==> config.mk <==
export PLATFORM = sky130hd
export DESIGN_NAME = ir_nec_rx_fifo_flat
export DESIGN_NICKNAME = d
export VERILOG_FILES = /design/src/rtl/ir_pkg.sv /design/src/rtl/ir_nec_rx_fifo_if.sv /design/src/rtl/ir_nec_decoder.sv /design/src/rtl/ir_nec_rx_fifo.sv /design/src/flat_wrapper.sv
export SDC_FILE = /design/constraint.sdc
export NUM_CORES = 1
export LEC_CHECK = 0
export CAP_MARGIN = 0
export CORE_MARGIN = 2
export CORE_UTILIZATION = 63
export CTS_CLUSTER_DIAMETER = 30
export CTS_CLUSTER_SIZE = 10
export DETAILED_ROUTE_END_ITERATION = 16
export DONT_BUFFER_PORTS = 1
export PLACE_DENSITY = 0.79
export SLEW_MARGIN = 10
export SYNTH_ARGS = -nofsm -noshare
export SYNTH_HDL_FRONTEND = slang
export SYNTH_HIERARCHICAL = 1
export SYNTH_SLANG_ARGS = --single-unit
==> constraint.sdc <==
create_clock -name csi_CLK -period 5.91 [get_ports csi_CLK]
set_input_delay 0.8865 -clock csi_CLK [delete_from_list [all_inputs] [get_ports csi_CLK]]
set_output_delay 0.8865 -clock csi_CLK [all_outputs]
set_load 0.02 [all_outputs]
==> src/rtl/ir_pkg.sv <==
// Shared constants for the NEC receiver: pulse windows in microseconds,
// register map, CTRL/STATUS bit positions and the decoder state type.
package ir_pkg;
    typedef logic [13:0] us_t;

    localparam us_t LEAD_L_MIN = 14'd8000;
    localparam us_t LEAD_L_MAX = 14'd10000;
    localparam us_t LEAD_H_MIN = 14'd4000;
    localparam us_t LEAD_H_MAX = 14'd5000;
    localparam us_t REP_H_MIN  = 14'd2000;
    localparam us_t REP_H_MAX  = 14'd2500;
    localparam us_t BIT_L_MIN  = 14'd400;
    localparam us_t BIT_L_MAX  = 14'd700;
    localparam us_t BIT0_H_MIN = 14'd400;
    localparam us_t BIT0_H_MAX = 14'd700;
    localparam us_t BIT1_H_MIN = 14'd1400;
    localparam us_t BIT1_H_MAX = 14'd1900;

    localparam logic [2:0] ADDR_DATA   = 3'd0;
    localparam logic [2:0] ADDR_STATUS = 3'd1;
    localparam logic [2:0] ADDR_CTRL   = 3'd2;
    localparam logic [2:0] ADDR_THRESH = 3'd3;

    localparam int CTRL_EN     = 0;
    localparam int CTRL_IRQ_EN = 1;
    localparam int CTRL_CHK    = 2;
    localparam int CTRL_PREP   = 3;
    localparam int CTRL_FLUSH  = 4;

    localparam int ST_NE   = 0;
    localparam int ST_FULL = 1;
    localparam int ST_OVF  = 2;
    localparam int ST_REP  = 3;
    localparam int ST_ERR  = 4;
    localparam int ST_LVL  = 8;

    typedef enum logic [2:0] {S_IDLE, S_LEAD_L, S_LEAD_H, S_BIT_L, S_BIT_H, S_REP_L} dec_state_t;

    function automatic logic in_win(input us_t w, input us_t lo, input us_t hi);
        return (w >= lo) && (w <= hi);
    endfunction
endpackage

==> src/rtl/ir_nec_rx_fifo_if.sv <==
// Avalon-MM slave bus bundle for the NEC receiver register file.
interface ir_nec_rx_fifo_if;
    logic        avs_chipselect;
    logic [2:0]  avs_address;
    logic        avs_read;
    logic [31:0] avs_readdata;
    logic        avs_write;
    logic [31:0] avs_writedata;

    modport master (output avs_chipselect, avs_address, avs_read, avs_write, avs_writedata,
                    input  avs_readdata);
    modport slave  (input  avs_chipselect, avs_address, avs_read, avs_write, avs_writedata,
                    output avs_readdata);
endinterface

==> src/rtl/ir_nec_decoder.sv <==
// NEC frame decoder: input synchroniser, 1 us tick, phase-width counter and
// a state machine that judges each phase width when the phase ends.
module ir_nec_decoder
    import ir_pkg::*;
#(
    parameter int CLK_HZ = 100_000_000
) (
    input  logic        csi_CLK,
    input  logic        csi_RST,
    input  logic        en,
    input  logic        chk,
    input  logic        coe_iIRDA,
    output logic        code_valid,
    output logic [31:0] code,
    output logic        rep_pulse,
    output logic        err_pulse
);
    localparam int DIV = CLK_HZ / 1_000_000;
    localparam int DW  = $clog2(DIV);
    localparam logic [DW-1:0] DIV_LAST = DW'(DIV - 1);

    logic [1:0]    sync;
    logic          ir_q, fall, rise, tick;
    logic [DW-1:0] div_cnt;
    us_t           width;
    logic [5:0]    bcnt;
    logic [31:0]   shift;
    dec_state_t    state;

    always_ff @(posedge csi_CLK or posedge csi_RST) begin
        if (csi_RST) begin
            sync <= 2'b11;
            ir_q <= 1'b1;
        end else begin
            sync <= {sync[0], coe_iIRDA};
            ir_q <= sync[1];
        end
    end

    assign fall = ir_q & ~sync[1];
    assign rise = ~ir_q & sync[1];
    assign tick = (div_cnt == DIV_LAST);

    always_ff @(posedge csi_CLK or posedge csi_RST) begin
        if (csi_RST)   div_cnt <= '0;
        else if (tick) div_cnt <= '0;
        else           div_cnt <= div_cnt + 1'b1;
    end

    // Width of the current phase in us; saturates so long idles never wrap.
    always_ff @(posedge csi_CLK or posedge csi_RST) begin
        if (csi_RST)                      width <= '0;
        else if (fall | rise)             width <= '0;
        else if (tick && width != '1)     width <= width + 1'b1;
    end

    always_ff @(posedge csi_CLK or posedge csi_RST) begin
        if (csi_RST) begin
            state      <= S_IDLE;
            bcnt       <= '0;
            shift      <= '0;
            code       <= '0;
            code_valid <= 1'b0;
            rep_pulse  <= 1'b0;
            err_pulse  <= 1'b0;
        end else begin
            code_valid <= 1'b0;
            rep_pulse  <= 1'b0;
            err_pulse  <= 1'b0;
            if (!en) state <= S_IDLE;
            else begin
                case (state)
                    S_IDLE: if (fall) state <= S_LEAD_L;
                    S_LEAD_L:
                        if (rise) state <= in_win(width, LEAD_L_MIN, LEAD_L_MAX) ? S_LEAD_H : S_IDLE;
                        else if (width > LEAD_L_MAX) state <= S_IDLE;
                    S_LEAD_H:
                        if (fall) begin
                            if (in_win(width, LEAD_H_MIN, LEAD_H_MAX)) begin
                                state <= S_BIT_L;
                                bcnt  <= '0;
                            end else if (in_win(width, REP_H_MIN, REP_H_MAX)) state <= S_REP_L;
                            else state <= S_IDLE;
                        end else if (width > LEAD_H_MAX) state <= S_IDLE;
                    S_BIT_L:
                        if (rise) begin
                            if (!in_win(width, BIT_L_MIN, BIT_L_MAX)) state <= S_IDLE;
                            else if (bcnt[5]) begin
                                // Stop burst after 32 bits; only the command byte pair is checked.
                                state <= S_IDLE;
                                if (!chk || shift[23:16] == ~shift[31:24]) begin
                                    code_valid <= 1'b1;
                                    code       <= shift;
                                end else err_pulse <= 1'b1;
                            end else state <= S_BIT_H;
                        end else if (width > BIT_L_MAX) state <= S_IDLE;
                    S_BIT_H:
                        if (fall) begin
                            if (in_win(width, BIT0_H_MIN, BIT0_H_MAX)) begin
                                shift[bcnt[4:0]] <= 1'b0;
                                bcnt  <= bcnt + 1'b1;
                                state <= S_BIT_L;
                            end else if (in_win(width, BIT1_H_MIN, BIT1_H_MAX)) begin
                                shift[bcnt[4:0]] <= 1'b1;
                                bcnt  <= bcnt + 1'b1;
                                state <= S_BIT_L;
                            end else state <= S_IDLE;
                        end else if (width > BIT1_H_MAX) state <= S_IDLE;
                    S_REP_L:
                        if (rise) begin
                            rep_pulse <= in_win(width, BIT_L_MIN, BIT_L_MAX);
                            state     <= S_IDLE;
                        end else if (width > BIT_L_MAX) state <= S_IDLE;
                    default: state <= S_IDLE;
                endcase
            end
        end
    end
endmodule

==> src/rtl/ir_nec_rx_fifo.sv <==
// NEC IR receiver with code FIFO, Avalon-MM register file and level interrupt.
module ir_nec_rx_fifo
    import ir_pkg::*;
#(
    parameter int CLK_HZ     = 100_000_000,
    parameter int FIFO_DEPTH = 8,
    parameter int LVL_W      = $clog2(FIFO_DEPTH) + 1
) (
    input  logic              csi_CLK,
    input  logic              csi_RST,
    ir_nec_rx_fifo_if.slave   avs,
    output logic              ins_irq,
    input  logic              coe_iIRDA
);
    localparam int AW = $clog2(FIFO_DEPTH);

    logic             ctrl_en, ctrl_irq_en, ctrl_chk, ctrl_prep, flush_q;
    logic [LVL_W-1:0] thresh, thr_eff, level;
    logic             st_ovf, st_rep, st_err;
    logic [31:0]      last_code, push_data, rdata, dec_code;
    logic             last_vld, dec_valid, dec_rep, dec_err;
    logic [31:0]      mem [FIFO_DEPTH];
    logic [AW-1:0]    wp, rp;
    logic             wr, rd, wr_st, empty, full, push, push_ok, pop;
    logic             unused_wd;

    ir_nec_decoder #(.CLK_HZ(CLK_HZ)) u_dec (
        .csi_CLK    (csi_CLK),
        .csi_RST    (csi_RST),
        .en         (ctrl_en),
        .chk        (ctrl_chk),
        .coe_iIRDA  (coe_iIRDA),
        .code_valid (dec_valid),
        .code       (dec_code),
        .rep_pulse  (dec_rep),
        .err_pulse  (dec_err)
    );

    assign wr        = avs.avs_chipselect & avs.avs_write;
    assign rd        = avs.avs_chipselect & avs.avs_read;
    assign wr_st     = wr & (avs.avs_address == ADDR_STATUS);
    assign empty     = (level == '0);
    assign full      = (level == LVL_W'(FIFO_DEPTH));
    assign push      = dec_valid | (dec_rep & ctrl_prep & last_vld);
    assign push_data = dec_valid ? dec_code : last_code;
    assign push_ok   = push & ~full & ~flush_q;
    assign pop       = rd & (avs.avs_address == ADDR_DATA) & ~empty & ~flush_q;
    assign thr_eff   = (thresh == '0) ? LVL_W'(1) : thresh;
    assign unused_wd = &{1'b0, avs.avs_writedata};

    always_comb begin
        rdata = '0;
        case (avs.avs_address)
            ADDR_DATA:   if (!empty) rdata = mem[rp];
            ADDR_STATUS: begin
                rdata[ST_NE]            = ~empty;
                rdata[ST_FULL]          = full;
                rdata[ST_OVF]           = st_ovf;
                rdata[ST_REP]           = st_rep;
                rdata[ST_ERR]           = st_err;
                rdata[ST_LVL +: LVL_W]  = level;
            end
            ADDR_CTRL:   rdata[3:0] = {ctrl_prep, ctrl_chk, ctrl_irq_en, ctrl_en};
            ADDR_THRESH: rdata[LVL_W-1:0] = thresh;
            default: ;
        endcase
    end

    always_ff @(posedge csi_CLK) if (push_ok) mem[wp] <= push_data;

    always_ff @(posedge csi_CLK or posedge csi_RST) begin
        if (csi_RST) begin
            wp <= '0; rp <= '0; level <= '0;
        end else if (flush_q) begin
            wp <= '0; rp <= '0; level <= '0;
        end else begin
            if (push_ok) wp <= wp + 1'b1;
            if (pop)     rp <= rp + 1'b1;
            case ({push_ok, pop})
                2'b10:   level <= level + 1'b1;
                2'b01:   level <= level - 1'b1;
                default: ;
            endcase
        end
    end

    always_ff @(posedge csi_CLK or posedge csi_RST) begin
        if (csi_RST) begin
            ctrl_en          <= 1'b1;
            ctrl_irq_en      <= 1'b1;
            ctrl_chk         <= 1'b1;
            ctrl_prep        <= 1'b0;
            flush_q          <= 1'b0;
            thresh           <= LVL_W'(1);
            st_ovf           <= 1'b0;
            st_rep           <= 1'b0;
            st_err           <= 1'b0;
            last_code        <= '0;
            last_vld         <= 1'b0;
            avs.avs_readdata <= '0;
            ins_irq          <= 1'b0;
        end else begin
            flush_q <= wr && avs.avs_address == ADDR_CTRL && avs.avs_writedata[CTRL_FLUSH];
            if (wr && avs.avs_address == ADDR_CTRL) begin
                ctrl_en     <= avs.avs_writedata[CTRL_EN];
                ctrl_irq_en <= avs.avs_writedata[CTRL_IRQ_EN];
                ctrl_chk    <= avs.avs_writedata[CTRL_CHK];
                ctrl_prep   <= avs.avs_writedata[CTRL_PREP];
            end
            if (wr && avs.avs_address == ADDR_THRESH) thresh <= avs.avs_writedata[LVL_W-1:0];
            // New events win over a simultaneous write-1-to-clear.
            st_ovf <= (st_ovf & ~(wr_st & avs.avs_writedata[ST_OVF])) | (push & full & ~flush_q);
            st_rep <= (st_rep & ~(wr_st & avs.avs_writedata[ST_REP])) | dec_rep;
            st_err <= (st_err & ~(wr_st & avs.avs_writedata[ST_ERR])) | dec_err;
            if (dec_valid) begin
                last_code <= dec_code;
                last_vld  <= 1'b1;
            end
            if (rd) avs.avs_readdata <= rdata;
            ins_irq <= ctrl_irq_en & ((level >= thr_eff) | st_ovf);
        end
    end
endmodule

==> src/flat_wrapper.sv <==
// flat-port wrapper written by rule: the top's interface ports become plain ports
module ir_nec_rx_fifo_flat import ir_pkg::*;
#(
    parameter int CLK_HZ     = 100_000_000,
    parameter int FIFO_DEPTH = 8,
    parameter int LVL_W      = $clog2(FIFO_DEPTH) + 1
)
  (csi_CLK, csi_RST, ins_irq, coe_iIRDA, avs_avs_chipselect, avs_avs_address, avs_avs_read, avs_avs_write, avs_avs_writedata, avs_avs_readdata);
  ir_nec_rx_fifo_if avs_i ();
  input  logic csi_CLK;
  input  logic csi_RST;
  output logic ins_irq;
  input  logic coe_iIRDA;
  input wire logic [$bits(avs_i.avs_chipselect)-1:0] avs_avs_chipselect;
  input wire logic [$bits(avs_i.avs_address)-1:0] avs_avs_address;
  input wire logic [$bits(avs_i.avs_read)-1:0] avs_avs_read;
  input wire logic [$bits(avs_i.avs_write)-1:0] avs_avs_write;
  input wire logic [$bits(avs_i.avs_writedata)-1:0] avs_avs_writedata;
  output wire logic [$bits(avs_i.avs_readdata)-1:0] avs_avs_readdata;
  assign avs_i.avs_chipselect = avs_avs_chipselect;
  assign avs_i.avs_address = avs_avs_address;
  assign avs_i.avs_read = avs_avs_read;
  assign avs_i.avs_write = avs_avs_write;
  assign avs_i.avs_writedata = avs_avs_writedata;
  assign avs_avs_readdata = avs_i.avs_readdata;
  ir_nec_rx_fifo #(.CLK_HZ(CLK_HZ), .FIFO_DEPTH(FIFO_DEPTH), .LVL_W(LVL_W)) u_core (.csi_CLK(csi_CLK), .csi_RST(csi_RST), .avs(avs_i), .ins_irq(ins_irq), .coe_iIRDA(coe_iIRDA));
endmodule
==> results, run 1 <==
- The warning count from the yosys run is 6.
- The initial antenna violation count is 0.
- The area of the die is 30800 µm².
- The class of the worst hold path is input pin to asynchronous set/reset pin.
- For this design, the slowest cell found on the critical path is sky130_fd_sc_hd__nor2_2.
- The synthesized netlist devotes 1.37% of its cell area to XOR and XNOR gates.
- For this run, design rule violations remaining after detail routing come to 0.
- For this design the ratio of total power to cell area is between 300 and 400 nW/µm².
- The mean cell area of the mapped netlist is 15.8 µm².
- The relative area change from synthesis to final layout is 16.4%.
- The final worst setup slack is 2.40 ns.
- Static timing analysis puts the maximum clock frequency at 285 MHz.
- Counting flops with an async set or reset pin after synthesis yields a share of 42.3%.
- For this run, the detailed router's first-pass iteration total came to 6.
- Counting flops and latches in the post-synthesis netlist gives 444.
- The highest fanout seen on the critical path is 28.
- The unique cell type count in the Yosys netlist is 77.
- During placement, the flow inserted port buffers numbering 0.
- After synthesis, the largest family of logic cells by area is multiplexers.
- The most numerous cell in the Yosys netlist is sky130_fd_sc_hd__edfxtp_1.
- For this configuration, the core starts out at a cell density of between 60% and 70%.
- Adding up every negative setup slack in the final design gives 0 ns.
- The core region area is 28800 µm².
- The worst hold margin is 0.146 ns.
- The worst setup path is of the flip-flop to flip-flop kind.
- The number of endpoints with negative hold slack in the final report is 0.
- CTS built an H-tree with a depth of 3.
- The number of synthesized flops with an enable pin is 256.
- The flow ran to the end, and the final reports show no timing, DRC or antenna violations.
- The synthesized netlist devotes 1.08% of its cell area to adder and majority cells.
- The share of the cycle needed by the critical path after routing is 59.4%.
- In this run the remaining antenna-violating nets after routing total 0.
- At the pin with the least slew margin, the transition time is between 1 and 1.5 ns.
- The half-perimeter wire length after detailed placement is 21.2 mm.
- Once layout is complete, the utilization of the core stands at between 70% and 80%.
- TritonCTS built the clock tree.
- Global routing finished with a remaining overflow of 0.
- Once the clock tree was built, the setup fixing pass inserted 0 buffers.
- The post-detailed-route wirelength per cell is between 20 and 30 µm.
- The filler cells instantiated in the layout total about 1500.
- Grouping stages by cell kind, the critical path spends the most delay in simple AND/OR/NAND/NOR gates.
- Clock-pin slew was measured on the worst setup and hold paths at 0.06 ns.
- Data arrives at the worst endpoint at 3.97 ns.
- The overall power consumption is 8020 µW.
- The overall routed net length is 42.9 mm.
- Together, buffers and inverters on the worst path number 1.
- The delay of the slowest cell on the worst path is 0.86 ns.
- The total count of max-transition violations in the final report is 0.
- STA classifies the critical path startpoint as a flip-flop.
- The commonest cells after synthesis are sky130_fd_sc_hd__edfxtp_1 (256), sky130_fd_sc_hd__dfrtp_1 (181), sky130_fd_sc_hd__mux2_2 (78).
- The setup violation total in the final timing report is 0.
- The repair_antennas step left the layout with diodes totalling 0.
- Traced cell by cell, the critical path runs through nor4_1 -> o31ai_2 -> nor2_2 -> nand3_1 -> buf_4 -> mux2_2.
- IR analysis of the VDD net gives a maximum drop of 215 µV.
- Summing the areas of all compound-gate instances in the mapped netlist gives 5.88% of the synthesized area.
- Max-cap violations in this run came to 0.
- The vertical die dimension is approximately 180 µm.
- In this run, the number of DRC markers left after iteration 0 of detailed routing was 1456.
- In the synthesized netlist the dominant register cell turns out to be sky130_fd_sc_hd__edfxtp_1.
- The analysis attributes to cell leakage a power of roughly 0.0075 µW.
- The via count of the first global-routing pass came to 11600.
- The maximum number of pins on one net before global-route repair is 76.
- The smallest clock period supported by the final layout is computed as 3.51 ns.
- STA classifies the critical path endpoint as a flip-flop.
- Global routing consumed, over all layers together, 29.1% of the routing resources.
- The part of the Yosys area used for sequential elements is between 60% and 70%.
- The buffer type at the clock tree root is sky130_fd_sc_hd__clkbuf_16.
- Once the clock tree was built, the resizer swapped 0 gates to a different size.
- The boundary pin count is 74.
- The post-synthesis cell count is 1168.
- Setup repair after global routing left no endpoint under its margin.
- sky130_fd_sc_hd__edfxtp_1 takes more of the synthesized area than any other cell.
- The first-pass GRT wire length is slightly below 70 mm.
- Prior to clock tree synthesis, the placed netlist has a worst setup slack of about 2.3 ns.
- The tree built by TritonCTS fans out to between 400 and 500 sinks.
- The share of synthesized area spent on multiplexers is 14.7%.
- After detailed routing, the number of vias per cell comes to 6.60.
- The die boundary width is ~180 µm.
- Hold repair after CTS inserted 0 buffers.
- Clock tree synthesis inserted a total of 77 buffers.
- Sorting the synthesized cells by area gives the leading types as sky130_fd_sc_hd__edfxtp_1 (42%), sky130_fd_sc_hd__dfrtp_1 (24%), sky130_fd_sc_hd__mux4_2 (7.8%), sky130_fd_sc_hd__mux2_2 (4.7%), sky130_fd_sc_hd__mux2i_1 (1.9%).
- The clock insertion delay at the later pin of the skew report is between 0.5 and 0.6 ns.
- After the last flow step, the layout net total stands at 1254.
- The clock arrives with 0.0271 ns of skew.
- The tightest slew margin relative to the limit is 27.8%.
- The routed layout has 10900 vias.
- The synthesized net count is around 1200.
- The top-area cell type share of the netlist area is 41.5%.
- The synthesized-area fraction occupied by and/or/nand/nor cells is 7.78%.
- The required time reported for the critical path endpoint is 6.36 ns.
- The weighted congestion at the end of routability-driven global placement is between 0.8 and 0.9.
- No sink is reached through more buffers than the 3 on the longest clock path.
- In the final layout, the share of cells above drive strength 1 is 26.5%.
- The count of standard-cell rows is 62.
- The mapped netlist covers between 15000 and 20000 µm².
## final timing paths
| path | slack, ns | from | end | depth (start not counted) |
|---|---|---|---|---|
| worst max-delay path | 2.40 | u_core/u_dec/width[10] | u_core/u_dec/code[19] | 6 |
| worst min-delay path | 0.15 | csi_RST | u_core/u_dec/code[6] | 1 |
| worst max register to register | 2.40 | u_core/u_dec/width[10] | u_core/u_dec/code[19] | 6 |
| worst min register to register | 0.36 | u_core/u_dec/sync[0] | u_core/u_dec/sync[1] | 0 |
| max in group asynchronous | 4.39 | csi_RST | u_core/rp[0] | 2 |
| min in group csi_CLK | 0.31 | coe_iIRDA | u_core/u_dec/sync[0] | 0 |
## per-stage QoR
stage	cell area, µm²	std cells
after floorplan	18500	1168
after global placement	18800	1502
after detailed placement	18800	1502
after CTS	21500	1646
after global routing	21500	1646
final	21500	1646
## routing by layer
layer / part of all wire [%] / vias up / global-route usage, % / routed length, µm
met4: 3.8 / 0 / 12.6 / 1650
li1: - / 4581 / - / -
met2: 49 / 586 / 46.9 / 21200
met3: 8.2 / 145 / 5.69 / 3530
met5: 0 / - / 0 / 0
met1: 38 / 5555 / 39.1 / 16500
## sequential cells by signal, indices dropped and copies added, names as in the netlist, 2 cells and up, named ones only
name / count
u_core/u_dec/sync: 2
u_core/u_dec/state: 3
u_core/u_dec/width: 14
u_core/u_dec/code: 32
u_core/avs.avs_readdata: 32
u_core/rp: 3
u_core/mem: 256
u_core/thresh: 4
u_core/wp: 3
u_core/level: 4
u_core/last_code: 32
u_core/u_dec/div_cnt: 7
u_core/u_dec/bcnt: 6
## cell usage in the layout, fill, tap and decap left out, drive strengths merged, types with 7 or more instances in the layout
| cell type | netlist | routed |
|---|---|---|
| dfstp | 7 | 7 |
| nor3b | 8 | 8 |
| nand2b | 11 | 11 |
| ha | 16 | 16 |
| nand4 | 18 | 18 |
| nor3 | 12 | 12 |
| o31ai | 29 | 29 |
| mux2 | 83 | 83 |
| xor2 | 19 | 19 |
| mux4 | 64 | 64 |
| a22oi | 9 | 9 |
| or3 | 7 | 7 |
| edfxtp | 256 | 256 |
| dfrtp | 181 | 181 |
| and2 | 12 | 12 |
| a21oi | 16 | 16 |
| nand2 | 51 | 51 |
| clkinv | 0 | 27 |
| bufinv | 0 | 10 |
| nor2 | 32 | 32 |
| nor2b | 14 | 14 |
| nand3 | 34 | 34 |
| mux2i | 35 | 35 |
| clkbuf | 33 | 90 |
| nor4 | 10 | 10 |
| inv | 20 | 31 |
| o21ai | 68 | 68 |
| xnor2 | 10 | 10 |
| and3 | 7 | 7 |
| buf | 33 | 16 |
## kinds of logic (layout without fill, tap and decap cells)
family | after synthesis | after routing
adders and majority gates | 16 | 16
muxes | 182 | 182
buffers and inverters | 86 | 180
xor gates and xnor gates | 29 | 29
AOI/OAI and AO/OA | 165 | 165
DFF | 444 | 444
and+or+nand+nor | 246 | 246
## layout make-up
| type | count | area (µm²) | share of cell area (%) |
|---|---|---|---|
| Tap cell | 384 | 480 | 2.23 |
| Clock inverter | 54 | 659 | 3.06 |
| Timing Repair Buffer | 16 | 120 | 0.558 |
| Clock buffer | 90 | 2040 | 9.45 |
| Sequential cell | 444 | 12400 | 57.6 |
| Multi-Input combinational cell | 638 | 5760 | 26.7 |
| Inverter | 20 | 80.1 | 0.372 |
## where the power goes
part,switching (µW),total (µW),internal [µW]
clock network,1610,4560,2950
registers,38.5,3330,3290
logic,84.2,137,52.6
## worst register-to-register path: stages (launching register included)
cell	delay, ns
sky130_fd_sc_hd__dfrtp_1	0.59
sky130_fd_sc_hd__nor4_1	0.41
sky130_fd_sc_hd__o31ai_2	0.20
sky130_fd_sc_hd__nor2_2	0.86
sky130_fd_sc_hd__nand3_1	0.55
sky130_fd_sc_hd__buf_4	0.42
sky130_fd_sc_hd__mux2_2	0.36
Power figures use the tool's default switching activity.
==> run 2: changes to the inputs <==
CORE_UTILIZATION = 57   (was 63)
PLACE_DENSITY = 0.75   (was 0.79)
clock period = 3.2 ns   (was 5.91 ns; I/O delays follow)
==> run 2 against run 1 <==
Effect of this change: the run now ends with hold timing left; cell count rose by 4.7%; clock power is 95% higher; die area is 10% higher; worst setup slack got worse by 2.0 ns; flip-flop and latch count unchanged; largest cell class unchanged; critical path depth fell by 1.
==> results, run 2 (synthesis results as in run 1) <==
- The highest fanout seen on the critical path is 32 (+14%).
- The final setup skew is 0.0248 ns (-0.00236 ns).
- The total negative slack is 0 ns (unchanged).
- The required time reported for the critical path endpoint was 3.40 ns (-2.96 ns).
- The number of violations of the max-capacitance limit was 0 (unchanged).
- The total clock sinks is 444 (unchanged).
- More flip-flops sit in one register than any other, and that register is u_core/mem.
- The area growth from synthesis to layout is 19.3%.
- The core region area is 31800 µm² (+10%).
- In this run the critical register-to-register path is captured at u_core/mem[4][31].
- The core occupancy in the finished layout was 69.4% (-5.5 points).
- TritonCTS built the clock tree.
- The number of inserted filler cells in the final layout is 1942 (+25%).
- The length in cells of the worst reg-to-reg path came to 5 (-1).
- The remaining routing DRC violations is 0 (unchanged).
- The area of the die is 33900 µm² (+10%).
- The half-perimeter wire length after detailed placement is 21.5 mm (+1.6%).
- The count of standard-cell rows is 65 (+4.8%).
- The sum of overflow across all layers after global routing was 0 (unchanged).
- The number of nets with antenna violations after detailed routing is 0 (unchanged).
- The count of input and output buffers is 0 (unchanged).
- The total count of max-transition violations in the final report is 0 (unchanged).
- The initial antenna violation count is 0 (unchanged).
- The boundary pin count is 74 (unchanged).
- The critical register-to-register path startpoint is u_core/level[1].
- The setup violation total in the final timing report is 0 (unchanged).
- The classification of the worst setup path is flip-flop to flip-flop.
- The checks that failed: hold timing.
- The number of endpoints with negative hold slack in the final report is 1 (+1).
- The first-pass GRT wire length is 62.6 mm (-7.5%).
- Setup repair after global routing left no endpoint under its margin.
- STA classifies the critical path endpoint as a flip-flop.
- The overall routed net length is 39.7 mm (-7.3%).
- The register-to-register setup slack is 0.43 ns (-1.97 ns).
- The total routing usage reported by global routing was 24.5% (-4.6 points).
- Leaving out fill and tap cells, the most frequent cell in the layout is sky130_fd_sc_hd__edfxtp_1.
- The flow ran to the end, but the final reports show violations.
- The vertical die dimension is 184 µm (+5.0%).
- The critical path ends at u_core/mem[4][31].
- The post-detailed-route wirelength per cell was 23.1 µm (-11%).
- The top cell types in the final layout, fill and taps aside, are sky130_fd_sc_hd__edfxtp_1 (256), sky130_fd_sc_hd__dfrtp_1 (178), sky130_fd_sc_hd__clkbuf_16 (90).
- The number of flip-flops in the largest register is 256 (unchanged).
- The final critical-path required period is 2.77 ns (-0.742 ns).
- The clock-pin slew on the worst setup and hold paths is 0.05 ns (about the same).
- The number of nets in the final layout was 1274 (+1.6%).
- The share of the cycle needed by the critical path after routing is 86.5% (+27 points).
- The violation count after the first detailed-routing iteration was 1055 (-28%).
- The final cell area excluding filler cells is 22100 µm² (+2.4%).
- The worst setup path is launched from a flip-flop.
- The clock insertion delay at the later pin of the skew report is 0.59 ns (about the same).
- The worst endpoint data arrival time is 2.97 ns (-1.00 ns).
- The via count is 10600 (-2.7%).
- The post-CTS resize count was 0 (unchanged).
- The worst-margin pin slew is 0.993 ns (-0.0888 ns).
- The number of vias per cell after detailed routing is 6.14 (-7.0%).
- The most critical setup path has its startpoint at u_core/level[1].
- The power density over the cells is 692 nW/µm² (+86%).
- The tree is rooted in a sky130_fd_sc_hd__clkbuf_16.
- The maximum number of pins on one net before global-route repair is 92 (+21%).
- The class of the worst hold path is input pin to asynchronous set/reset pin.
- The clock tree buffer depth is 3 (unchanged).
- The overall power consumption is 15300 µW (+90%).
- The die boundary width was 184 µm (+5.0%).
- The number of diodes is 0 (unchanged).
- The via count of the first global-routing pass came to 10900 (-6.0%).
- The count of TritonRoute iterations in the first routing pass is 5 (-1).
- The share of post-route cells with drive strength above 1 came to 28.1% (+1.6 points).
- The worst hold margin is -0.00697 ns (-0.153 ns).
- The weighted congestion at the end of routability-driven global placement came to 0.875 (about the same).
- The number of levels the H-tree was split into is 3 (unchanged).
- The cell area after placement came to 19100 µm² (+1.3%).
- The initial standard-cell utilization of the core is 58.2% (-6.1 points).
- The static leakage was 0.00764 µW (+2.3%).
- The largest voltage drop on the vdd net is 421 µV (+96%).
- The upper clock frequency limit was 361 MHz (+27%).
- The tightest slew margin relative to the limit is 33.8% (+6.0 points).
- The number of buffers created by CTS is 84 (+9.1%).
==> run 2: worst max-delay path, cell delays in order (launching register included) <==
cell and delay, ns:
sky130_fd_sc_hd__dfrtp_1 0.57, sky130_fd_sc_hd__nor3_2 0.13, sky130_fd_sc_hd__a21oi_2 0.42, sky130_fd_sc_hd__nand2b_1 0.37
sky130_fd_sc_hd__nor4b_4 0.33, sky130_fd_sc_hd__buf_4 0.55
==> run 2: routing by layer <==
layer	GRT usage [%]	vias to the layer above	part of all wire, %
met1	32.6	5435	41
li1	-	4647	-
met2	39.3	403	50
met4	9.82	0	3.0
met3	5.83	92	6.6
met5	0	-	0
==> run 2: where the power goes <==
| part | total [µW] | switching (µW) | internal (µW) |
|---|---|---|---|
| Combinational | 237 | 140 | 97.5 |
| Sequential | 6140 | 63.8 | 6080 |
| Clock | 8890 | 2950 | 5940 |
==> run 2: area by class of cell <==
type | count | area [µm²] | share of cell area, %
clock inverters | 45 | 527 | 2.39
well taps | 435 | 544 | 2.47
multi-input cells | 638 | 5810 | 26.3
clock buffers | 112 | 2420 | 11.0
repair buffers | 29 | 273 | 1.24
flip-flops and latches | 444 | 12400 | 56.2
inverters | 20 | 82.6 | 0.374
==> run 2: how the worst min path moves through the flow <==
stage / cells past startpoint / slack, ns / startpoint / endpoint
6_report: 1 / -0.007 / csi_RST / u_core/avs.avs_readdata[7]
5_1_grt: 1 / 0.02 / avs_avs_writedata[4] / u_core/flush_q
4_1_cts: 1 / 0.02 / avs_avs_writedata[4] / u_core/flush_q
3_5_place_dp: 0 / 0.35 / u_core/u_dec/sync[0] / u_core/u_dec/sync[1]
3_3_place_gp: 0 / 0.35 / u_core/u_dec/sync[0] / u_core/u_dec/sync[1]
2_1_floorplan: 0 / 0.35 / u_core/u_dec/sync[0] / u_core/u_dec/sync[1]
==> run 2: timing repair <==
action                    CTS  global route
buffers inserted            0             0
hold endpoints to repair    1             9
hold buffers                1             1
==> run 2: stage by stage <==
stage | cells | setup WS, ns
finish | 1723 | 0.431
global route | 1723 | 0.228
CTS | 1722 | 0.458
detailed placement | 1564 | 0.487
global placement | 1564 | 0.547
floorplan | 1168 | 0.106
==> run 3: changes to the inputs <==
CORE_UTILIZATION = 65   (was 57)
PLACE_DENSITY = 0.81   (was 0.75)
clock period = 3.5 ns   (was 3.2 ns; I/O delays follow)
==> run 3 against run 2 <==
Effect of this change: the run still ends with hold timing left; total power shrank 11%; utilization rose by 8.3 points; clock-buffer cell count is 17 lower; largest power group unchanged; critical path depth increased by 3; highest routed layer is now met5; non-clock buffer count is 1 higher; first-iteration DRC count increased by 49%; critical path type unchanged; final area decreased by 1.7%; clock skew grew 0.012 ns; wire length increased by 19%.
==> results, run 3 (synthesis results as in run 1) <==
- Compared with the post-synthesis result, the final layout area differs by 17.3%.
- The post-CTS resize count is 0 (unchanged).
- The area of the die is 29800 µm² (-12%).
- The register-to-register setup slack came to 0.44 ns (about the same).
- The worst hold margin came to -0.00312 ns (+0.00384 ns).
- The share of post-route cells with drive strength above 1 is 26.6% (-1.6 points).
- The class of the worst hold path is input pin to asynchronous set/reset pin.
- The final worst setup slack is 0.440 ns (+0.00952 ns).
- The number of nets in the final layout is 1267 (-0.55%).
- The number of nets with antenna violations after detailed routing is 0 (unchanged).
- The run finished, with violations left.
- The worst endpoint data arrival time was 3.51 ns (+0.54 ns).
- The number of levels the H-tree was split into is 3 (unchanged).
- The overall routed net length is 47.3 mm (+19%).
- The vertical die dimension is 173 µm (-6.2%).
- The upper clock frequency limit is 327 MHz (-9.5%).
- In the layout the commonest cells are sky130_fd_sc_hd__edfxtp_1 (256), sky130_fd_sc_hd__dfrtp_1 (178), sky130_fd_sc_hd__mux2_2 (78).
- Setup repair after global routing left no endpoint under its margin.
- The clock insertion delay at the later pin of the skew report is 0.60 ns (about the same).
- The initial antenna violation count is 3 (+3).
- The clock tree buffer depth is 3 (unchanged).
- The number of violations of the max-capacitance limit is 0 (unchanged).
- The worst path buffer plus inverter count is 1 (unchanged).
- The length in cells of the worst reg-to-reg path is 8 (+3).
- The number of endpoints with negative hold slack in the final report came to 4 (+3).
- The half-perimeter wire length after detailed placement is 22.4 mm (+4.1%).
- The count of standard-cell rows came to 61 (-6.2%).
- The tightest slew margin relative to the limit is 27.8% (-6.0 points).
- The buffer type at the clock tree root is sky130_fd_sc_hd__clkbuf_16.
- The final setup skew is 0.0363 ns (+0.0115 ns).
- The number of flip-flops in the largest register was 256 (unchanged).
- The largest voltage drop on the vdd net is 418 µV (-0.75%).
- The static leakage is 0.00752 µW (-1.5%).
- The core occupancy in the finished layout was 77.7% (+8.3 points).
- The worst setup path is launched from a flip-flop.
- The required time reported for the critical path endpoint is 3.95 ns (+0.55 ns).
- The core region area is 27900 µm² (-12%).
- The worst setup path is of the flip-flop to flip-flop kind.
- The weighted congestion at the end of routability-driven global placement is 0.864 (-1.3%).
- The initial standard-cell utilization of the core is 66.2% (+8.1 points).
- The highest fanout seen on the critical path was 15 (-53%).
- The setup slack at placement is 0.605 ns (+0.118 ns).
- The setup violation total in the final timing report was 0 (unchanged).
- The via count came to 11400 (+7.6%).
- The number of vias per cell after detailed routing was 6.89 (+12%).
- The final critical-path required period is 3.06 ns (+0.290 ns).
- The register with the most flip-flops is u_core/mem.
- The total count of max-transition violations in the final report is 0 (unchanged).
- The slowest stage of the critical path is the sky130_fd_sc_hd__a2bb2oi_1 cell.
- The first-pass GRT wire length was 73.7 mm (+18%).
- Traced cell by cell, the critical path runs through inv_1 -> ha_1 -> or3b_1 -> o31ai_2 -> or2_2 -> a2bb2oi_1 -> o21ai_0 -> o31ai_1.
- The count of TritonRoute iterations in the first routing pass is 6 (+1).
- The worst-margin pin slew was 1.08 ns (+0.0823 ns).
- The via count of the first global-routing pass is 12100 (+11%).
- The number of buffers created by CTS came to 76 (-9.5%).
- The checks that failed: hold timing.
- The share of the cycle needed by the critical path after routing is 87.4% (+0.88 points).
- The total clock sinks is 444 (unchanged).
- The count of cell instances traversed by the critical path is 8 (+3).
- TritonCTS built the clock tree.
- The power density over the cells is 627 nW/µm² (-9.4%).
- The maximum number of pins on one net before global-route repair was 74 (-20%).
- In this design, the largest share of critical-path delay is due to compound AO/OA/AOI/OAI gates.
- The sum of overflow across all layers after global routing is 0 (unchanged).
- The boundary pin count is 74 (unchanged).
- The die boundary width was 173 µm (-6.2%).
- The clock-pin slew on the worst setup and hold paths is 0.05 ns (about the same).
- The delay of the slowest cell on the worst path is 0.61 ns (+0.04 ns).
- The violation count after the first detailed-routing iteration is 1571 (+49%).
- The remaining routing DRC violations was 0 (unchanged).
- The count of input and output buffers is 0 (unchanged).
- The post-detailed-route wirelength per cell was 28.6 µm (+24%).
- The library cell used most frequently in the layout, excluding fill and tap cells, is sky130_fd_sc_hd__edfxtp_1.
- The total routing usage reported by global routing is 32.7% (+8.2 points).
- The worst setup path is captured at a flip-flop.
- The total negative slack is 0 ns (unchanged).
==> run 3: cell count changes in the layout (fill, tap and decap cells not counted), sizes merged <==
cell	previous run	this run
clkinv	18	25
inv	28	27
bufinv	7	11
clkinvlp	12	3
diode	0	2
buf	27	29
dlygate4sd3	2	1
clkbuf	112	95
==> run 3: worst paths after layout <==
kind	from	endpoint
setup / recovery	u_core/u_dec/width[0]	flip-flop
hold / removal	csi_RST	u_core/u_dec/width[7]
setup reg to reg	u_core/u_dec/width[0]	flip-flop
hold reg to reg	u_core/u_dec/sync[0]	u_core/u_dec/sync[1]
max in group asynchronous	csi_RST	u_core/ctrl_chk
min in group csi_CLK	avs_avs_writedata[4]	u_core/flush_q
==> run 3: worst register-to-register path, cell delays in order, from the launching register on <==
cell and delay (ns):
sky130_fd_sc_hd__dfrtp_1 0.40, sky130_fd_sc_hd__inv_1 0.09, sky130_fd_sc_hd__ha_1 0.24, sky130_fd_sc_hd__or3b_1 0.37, sky130_fd_sc_hd__o31ai_2 0.42, sky130_fd_sc_hd__or2_2 0.38, sky130_fd_sc_hd__a2bb2oi_1 0.62, sky130_fd_sc_hd__o21ai_0 0.27
sky130_fd_sc_hd__o31ai_1 0.15
==> run 3: repair_timing <==
action,in CTS,in global routing
buffers inserted,0,0
hold buffers,1,0
endpoints found under the hold margin,1,0
==> run 3: layout make-up <==
type / count / area, µm²
Clock buffer: 95 / 2030
Fill cell: 1355 / 6230
Antenna cell: 2 / 5.00
Multi-Input combinational cell: 638 / 5810
Sequential cell: 444 / 12400
Tap cell: 378 / 473
Clock inverter: 46 / 652
Inverter: 20 / 80.1
Timing Repair Buffer: 30 / 240
==> run 3: per-layer routing <==
metal  GRT usage, %  part of all wire [%]  vias to the layer above
met4           14.3                   4.1                        2
met3           8.11                   9.3                      201
met5              0                 0.027                        -
met1           41.3                    36                     5757
li1               -                     -                     4630
met2           54.5                    50                      793
==> run 3: power breakdown <==
part	internal, µW	switching, µW	total, µW	leakage [µW]
clock	5010	2740	7740	0.00129
sequential	5550	70.1	5620	0.00433
combinational	90.0	156	246	0.00190
total	10600	2960	13600	0.00752
==> run 3: metrics by stage <==
step           area (µm²)  power, µW  instances
2_1_floorplan       18500       5850       1168
3_3_place_gp        19000       5910       1509
3_5_place_dp        19000       5920       1509
4_1_cts             21700      13600       1651
5_1_grt             21700      13900       1651
6_report            21700      13600       1653
